### src/rtl/ed25519_pkg.sv
`default_nettype none
// ============================================================================
// Package     : ed25519_pkg
// Description : Shared definitions for the Ed25519 hash-to-scalar path:
//               loader FSM state encoding, digest word count, the group
//               order L and the 64-bit byte-swap helper.
// Revision    : 1.0 - initial release
// ============================================================================
package ed25519_pkg;

  // Loader FSM states
  typedef enum logic [2:0] {
    ST_COLLECT    = 3'd0,
    ST_WAIT_READY = 3'd1,
    ST_START      = 3'd2,
    ST_WAIT_DONE  = 3'd3,
    ST_OUTPUT     = 3'd4
  } state_t;

  // SHA-512 produces eight 64-bit words H0..H7
  localparam int unsigned c_WORDS = 8;

  // Ed25519 group order L = 2^252 + 27742317777372353535851937790883648493
  localparam logic [252:0] c_L =
    253'h1000000000000000000000000000000014def9dea2f79cd65812631a5cf5d3ed;

  // Reverse byte order of a 64-bit word: w[63:56] lands in result[7:0].
  function automatic logic [63:0] bswap64(input logic [63:0] w);
    logic [63:0] r;
    r = '0;
    for (int b = 0; b < 8; b++) begin
      r[8*b +: 8] = w[8*(7-b) +: 8];
    end
    return r;
  endfunction

endpackage : ed25519_pkg
`default_nettype wire

### src/rtl/hash_scalar_loader.sv
`default_nettype none
// ============================================================================
// Module      : hash_scalar_loader
// Description : Collects the eight 64-bit words of a SHA-512 digest, packs
//               them as a 512-bit little-endian integer, hands the integer
//               to a Barrett reducer and returns the reduced 253-bit scalar
//               through a valid/ready output port.
// Revision    : 1.0 - initial release
//
// Ports
//   clk, rst                 clock, asynchronous active-high reset
//   in_word/in_valid/in_last digest word stream (H0 first, in_last on H7)
//   in_ready                 high only while collecting
//   red_in/red_ena           reducer operand and one-cycle start pulse
//   red_ready                reducer idle
//   red_comp_done/red_out    reducer result strobe and value
//   scalar_out/scalar_valid  reduced scalar, held until scalar_ready
//   err                      sticky framing / reducer-timeout flag
// ============================================================================
module hash_scalar_loader
  import ed25519_pkg::*;
#(
  parameter int unsigned TIMEOUT = 255
) (
  input  logic         clk,
  input  logic         rst,
  input  logic [63:0]  in_word,
  input  logic         in_valid,
  input  logic         in_last,
  output logic         in_ready,
  output logic [511:0] red_in,
  output logic         red_ena,
  input  logic         red_ready,
  input  logic         red_comp_done,
  input  logic [252:0] red_out,
  output logic [252:0] scalar_out,
  output logic         scalar_valid,
  input  logic         scalar_ready,
  output logic         err
);

  localparam int unsigned c_TCW       = $clog2(TIMEOUT + 1);
  localparam logic [c_TCW-1:0] c_TLAST = c_TCW'(TIMEOUT - 1);
  localparam logic [2:0]       c_LAST_WORD = 3'(c_WORDS - 1);

  state_t             r_state;
  state_t             w_state_next;
  logic [2:0]         r_wcnt;
  logic [c_TCW-1:0]   r_tcnt;
  logic [511:0]       r_red_in;
  logic               r_red_ena;
  logic [252:0]       r_scalar_out;
  logic               r_scalar_valid;
  logic               r_err;

  logic               w_accept;
  logic               w_last_ok;
  logic               w_frame_err;
  logic               w_timeout;
  logic               w_capture;

  assign w_accept    = in_valid && (r_state == ST_COLLECT);
  // Framing is good only when in_last coincides exactly with the eighth word
  assign w_last_ok   = w_accept && in_last && (r_wcnt == c_LAST_WORD);
  assign w_frame_err = w_accept && (in_last != (r_wcnt == c_LAST_WORD));
  assign w_capture   = (r_state == ST_WAIT_DONE) && red_comp_done;
  // A result arriving in the final allowed cycle still wins over the timeout
  assign w_timeout   = (r_state == ST_WAIT_DONE) && !red_comp_done &&
                       (r_tcnt == c_TLAST);

  always_comb begin
    w_state_next = r_state;
    case (r_state)
      ST_COLLECT:    if (w_last_ok) w_state_next = ST_WAIT_READY;
      ST_WAIT_READY: if (red_ready) w_state_next = ST_START;
      ST_START:      w_state_next = ST_WAIT_DONE;
      ST_WAIT_DONE: begin
        if (w_capture)      w_state_next = ST_OUTPUT;
        else if (w_timeout) w_state_next = ST_COLLECT;
      end
      ST_OUTPUT:     if (scalar_ready) w_state_next = ST_COLLECT;
      default:       w_state_next = ST_COLLECT;
    endcase
  end

  always_ff @(posedge clk or posedge rst) begin
    if (rst) begin
      r_state <= ST_COLLECT;
    end else begin
      r_state <= w_state_next;
    end
  end

  // Word counter and operand assembly
  always_ff @(posedge clk or posedge rst) begin
    if (rst) begin
      r_wcnt   <= 3'd0;
      r_red_in <= '0;
    end else if (w_accept) begin
      if (w_frame_err) begin
        r_wcnt   <= 3'd0;
        r_red_in <= '0;
      end else begin
        r_wcnt <= r_wcnt + 3'd1;
        r_red_in[{r_wcnt, 6'd0} +: 64] <= bswap64(in_word);
      end
    end
  end

  // WAIT_DONE cycle counter; parked at zero in every other state
  always_ff @(posedge clk or posedge rst) begin
    if (rst) begin
      r_tcnt <= '0;
    end else if (r_state == ST_WAIT_DONE) begin
      r_tcnt <= r_tcnt + 1'b1;
    end else begin
      r_tcnt <= '0;
    end
  end

  // Registered outputs, decoded from the next state so they align with it
  always_ff @(posedge clk or posedge rst) begin
    if (rst) begin
      r_red_ena      <= 1'b0;
      r_scalar_valid <= 1'b0;
      r_scalar_out   <= '0;
      r_err          <= 1'b0;
    end else begin
      r_red_ena      <= (w_state_next == ST_START);
      r_scalar_valid <= (w_state_next == ST_OUTPUT);
      if (w_capture) begin
        r_scalar_out <= red_out;
      end
      if (w_frame_err || w_timeout) begin
        r_err <= 1'b1;
      end
    end
  end

  assign in_ready     = (r_state == ST_COLLECT);
  assign red_in       = r_red_in;
  assign red_ena      = r_red_ena;
  assign scalar_out   = r_scalar_out;
  assign scalar_valid = r_scalar_valid;
  assign err          = r_err;

endmodule : hash_scalar_loader
`default_nettype wire

### config.mk
export PLATFORM = sky130hd
export DESIGN_NAME = hash_scalar_loader
export DESIGN_NICKNAME = d
export VERILOG_FILES = /design/src/rtl/ed25519_pkg.sv /design/src/rtl/hash_scalar_loader.sv
export SDC_FILE = /design/constraint.sdc
export NUM_CORES = 1
export LEC_CHECK = 0
export BUFFER_PORTS_ARGS = -buffer_cell sky130_fd_sc_hd__clkbuf_2
export CAP_MARGIN = 10
export CORE_AREA = 2 2 430 432
export DETAILED_ROUTE_END_ITERATION = 12
export DIE_AREA = 0 0 432 434
export RECOVER_POWER = 25
export SLEW_MARGIN = 10
export SYNTH_ARGS = -nofsm -noshare
export SYNTH_HDL_FRONTEND = slang
export SYNTH_SLANG_ARGS = --single-unit
### constraint.sdc
create_clock -name clk -period 39.1 [get_ports clk]
set_input_delay 7.82 -clock clk [delete_from_list [all_inputs] [get_ports clk]]
set_output_delay 7.82 -clock clk [all_outputs]
set_load 0.01 [all_outputs]
# After elaboration in Yosys (flattened, before gate mapping)

Cells that the tools add are included.

Word-level logic and storage cells: 42
Register bits after elaboration: 782
Output and inout bits: 769

Add/sub/neg operators: 3
Equality and inequality tests: 9
Muxes and demuxes: 10
Shifts and indexed selects: 2
Reductions and logical operators: 10

Operators with widths:

| operator                                                | number |
|---|---|
| bitwise mux 512 bit                                     | 1 |
| 2-to-1 mux 512 bit                                      | 1 |
| variable shift 64 x 11 -> 512 bit, first input constant | 1 |
| indexed part select 64 x 11 -> 512 bit                  | 1 |
| 2-to-1 mux 3 bit                                        | 6 |
| case mux 3 bit (5 select lines)                         | 1 |
| negation 9 -> 11 bit                                    | 1 |
| == test 3 x 2 -> 1 bit, second input constant           | 3 |
| == test 3 bit, second input constant                    | 3 |
| adder 8 x 1 -> 8 bit, second input constant             | 1 |
| == test 8 bit, second input constant                    | 1 |
| 2-to-1 mux 8 bit                                        | 1 |
| logical AND 1 bit                                       | 7 |
| adder 3 x 1 -> 3 bit, second input constant             | 1 |
| == test 3 x 1 -> 1 bit, second input constant           | 1 |
| zero test 3 bit                                         | 1 |
| zero test 1 bit                                         | 1 |
| logical OR 1 bit                                        | 1 |
| != test 1 bit                                           | 1 |

# Logic depth before layout (Yosys ltp)

Depth in word-level cells: 7
Gate-level depth with buffers: 10
Mapped depth without buffers: 6

# Worst setup path before layout

Ideal clock, no wire load.

Kind: input to register
Start: input in_valid
End: register r_red_in[178], in the netlist red_in[178]
Path slack: 29.563 ns
Cell stages on the path: 7
Required time: 39.021 ns
Setup time: 0.079 ns
Path buffers: 4
Arrival time: 9.458 ns
Cells stage by stage: or4b_4 > buf_6 > buf_2 > nor4_1 > buf_4 > buf_4 > mux2i_1

Longest elaborated chain between the ends: 3

RTL lines:

| item                            | RTL line                  | text |
|---|---|---|
| from (decl)                     | hash_scalar_loader.sv:28  | `input logic in_valid,` |
| logical AND 1 bit *             | hash_scalar_loader.sv:62  | `assign w_accept = in_valid && (r_state == ST_COLLECT);` |
| logical AND 1 bit               | hash_scalar_loader.sv:65  | `assign w_frame_err = w_accept && (in_last != (r_wcnt == c_LAST_WORD));` |
| 2-to-1 mux 512 bit              | hash_scalar_loader.sv:100 | `if (w_frame_err) begin` |
| to (signal, indexed assignment) | hash_scalar_loader.sv:105 | `r_red_in[{r_wcnt, 6'd0} +: 64] <= bswap64(in_word);` |
| to (decl)                       | hash_scalar_loader.sv:50  | `logic [511:0] r_red_in;` |

Mark *: on every way between the ends. The rest lies on a longest branch, timed or not.
A chain may end at the register's enable or synchronous reset.

# Final worst setup path

Start: input in_last
End: register r_red_in[153], in the netlist red_in[153]

Longest elaborated chain between the ends: 3

RTL lines:

| item               | RTL line                  | text |
|---|---|---|
| from (decl)        | hash_scalar_loader.sv:29  | `input logic in_last,` |
| != test 1 bit      | hash_scalar_loader.sv:65  |  |
| logical AND 1 bit  | hash_scalar_loader.sv:65  |  |
| 2-to-1 mux 512 bit | hash_scalar_loader.sv:100 |  |

No other way between the ends.

==> impl_metrics.env <==
export IMPL_drive_gt1_share_pct=36.22
export IMPL_ant_nets=0
export IMPL_slowest_stage="clkbuf_1"
export IMPL_min_period_over_period_pct=42.83
export IMPL_io_pin_count=1093
export IMPL_start_util_pct=17.54
export IMPL_antenna_found_initial=6
export IMPL_overflow=0
export IMPL_num_vias=26864
export IMPL_crit_path_max_incr_delay_ps=3590
export IMPL_path_cells="clkbuf_1 -> xnor2_1 -> clkbuf_1 -> clkbuf_1 -> buf_4 -> buf_4 -> o21ai_1 -> mux2i_1"
export IMPL_rows=157
export IMPL_layout_min_cycle_time_ps=16750
export IMPL_critPathBufInv=5
export IMPL_holdWs_ps=500.5
export IMPL_yosys_warnings=0
export IMPL_crit_required_ps=39700
export IMPL_dieArea_um2=187500
export IMPL_dpl_instance_area_um2=39860
export IMPL_synth_fp_nets=2998
export IMPL_cp_end_kind="register"
export IMPL_die_height_um=434
export IMPL_gp_congestion=0.9098
export IMPL_async_flop_share_pct=100.0
export IMPL_ir_drop_uv=51.85
export IMPL_ys_seq_elements=782
export IMPL_violations="max-capacitance violations, max-slew violations"
export IMPL_synth_top_area_cell="dfrtp_1"
export IMPL_synth_area_um2=32010
export IMPL_ys_top_cells_by_count="782 x dfrtp_1, 521 x o21ai_0, 257 x mux2i_1"
export IMPL_reg2reg_from="r_wcnt[0]"
export IMPL_synthFlopType="dfrtp_1"
export IMPL_hold_viol_final=0
export IMPL_rsz0062_at_grt="false"
export IMPL_drtIter0Drc=2074
export IMPL_grt_first_pass_wirelength_mm=202.6
export IMPL_numCtsBuffers=91
export IMPL_num_nets_final=3974
export IMPL_cts_resized=0
export IMPL_hold_class="reg -> reg"
export IMPL_power_leakage_uw=0.02045
export IMPL_fmax_mhz=59.71
export IMPL_cts_hold_buffers=0
export IMPL_synthToLayoutAreaGrowth_pct=33.39
export IMPL_ys_seq_area_share_pct=61.13
export IMPL_cts_sinks=782
export IMPL_cp_common_cell="clkbuf_1"
export IMPL_fp_coreArea_um2=182500
export IMPL_postCtsSetupRepairBufs=0
export IMPL_drt_pass1_iterations=5
export IMPL_drv_slew=741
export IMPL_grt_usage_pct=15.01
export IMPL_crit_start="in_last"
export IMPL_synth_cells=2668
export IMPL_clk_latency_ps=700
export IMPL_final_cell_area_um2=42700
export IMPL_netlist_top_cells_area="dfrtp_1 61%, mux2_2 8.9%, o21ai_0 8.1%"
export IMPL_grt_pass1_vias=26156
export IMPL_cp_data_arrival_time_ps=17350
export IMPL_status="finished with violations"
export IMPL_yosysMostFrequentCell="dfrtp_1"
export IMPL_ctsHtreeMaxLevel=3
export IMPL_ys_types=39
export IMPL_fin_tns_setup_ps=0
export IMPL_worstPathMaxFanout=127
export IMPL_wirelength_mm=147.6
export IMPL_setup_violations=0
export IMPL_dp_cells=5936
export IMPL_cpLargestDelayFamily="buffers and inverters"
export IMPL_fin_skew_ps=39.51
export IMPL_clk_pin_slew_worst_paths_ps=60
export IMPL_cellPowerDensity_nw_per_um2=72.20
export IMPL_post_synth_top_area_fraction_pct=61.13
export IMPL_cap_violations=11
export IMPL_finalPower_uw=3083
export IMPL_synth_edf_count=0
export IMPL_min_delay_start="red_in[64]"
export IMPL_drc_errors=0
export IMPL_grt_start_max_net_pins=181
export IMPL_viasPerCell=4.398
export IMPL_die_w_um=432
export IMPL_clockRootBuffer="clkbuf_16"
export IMPL_post_drt_wl_per_cell_um=24.17
export IMPL_dp_hpwl_mm=109.2
export IMPL_cts_tree="done"
export IMPL_slew_headroom_pct=-236.2
export IMPL_cts_buffer_depth=3
export IMPL_synth_avg_cell_area_um2=12.00
export IMPL_stdcell_count=6108
export IMPL_start_kind="primary input"
export IMPL_critPathKind="in -> reg"
export IMPL_portBuffers=1092
export IMPL_tightest_slew_ps=5042
-- cells in the final DEF, fill, tap and decap left out, drive strengths merged, types with 3 or more instances in the layout --
| cell type | Yosys | routed |
|---|---|---|
| nor4b | 3 | 3 |
| clkinvlp | 0 | 4 |
| a21oi | 200 | 200 |
| dfrtp | 782 | 782 |
| clkinv | 0 | 15 |
| nand3 | 205 | 205 |
| nor2 | 10 | 10 |
| ha | 6 | 6 |
| a22o | 61 | 61 |
| xor2 | 3 | 3 |
| diode | 0 | 7 |
| nand4 | 3 | 3 |
| clkbuf | 210 | 1232 |
| bufinv | 0 | 9 |
| buf | 49 | 42 |
| mux2 | 253 | 253 |
| mux2i | 257 | 257 |
| nand2 | 67 | 67 |
| o21ai | 522 | 522 |
| nor3 | 3 | 3 |
| or3 | 4 | 4 |
| inv | 7 | 12 |
-- where the power goes --
group | switching, µW | internal, µW
Combinational | 656 | 348
Clock | 365 | 538
Sequential | 140 | 1040
-- layout make-up --
cell class / count / area, µm²
Fill cell: 19595 / 139800
Sequential cell: 782 / 19570
Multi-Input combinational cell: 1620 / 11390
Timing Repair Buffer: 1142 / 5572
Tap cell: 2385 / 2984
Clock buffer: 132 / 2686
Clock inverter: 33 / 452.9
Inverter: 7 / 27.53
Antenna cell: 7 / 17.52
-- metal layers --
layer / GRT usage (%) / wire length (µm) / part of all wire (%)
met5: 0 / 0 / 0
met4: 9.979 / 10690 / 7.2
met3: 3.296 / 9174 / 6.2
met2: 25.78 / 74750 / 51
met1: 16.66 / 53000 / 36
-- metrics by stage --
| step | setup slack, ps | utilization, % |
|---|---|---|
| final | 22350 | 23.40 |
| after detailed placement | 26660 | 21.84 |
| after global placement | 26770 | 21.84 |
| after global routing | 21640 | 23.40 |
| after CTS | 27460 | 23.56 |
| after floorplan | 9325 | - |
-- cells by family after synthesis --
group | count (synthesis) | share of synthesized area (%)
adder cells (fa/ha/maj) | 6 | 0.2345
buffers and inverters | 266 | 3.655
flip-flops | 782 | 61.13
multiplexers | 510 | 16.94
XOR/XNOR | 5 | 0.1368
AO/OA/AOI/OAI | 787 | 13.06
AND/OR/NAND/NOR | 312 | 4.839
-- final timing paths --
check / to / slack [ps] / cells past startpoint
max: red_in[153] / 22350 / 8
min: red_in[64] / 500 / 1
max reg2reg: red_in[153] / 28590 / 9
min reg2reg: red_in[64] / 500 / 1
max in group asynchronous: red_in[170] / 23460 / 7
min in group asynchronous: scalar_out[14] / 8280 / 2
-- sequential cells by signal, summed over array words and instances, names as in the netlist --
name,cells
err,1
r_state,3
r_tcnt,8
r_wcnt,3
red_ena,1
red_in,512
scalar_out,253
scalar_valid,1
Note: power is estimated with default switching activity, not from simulation.
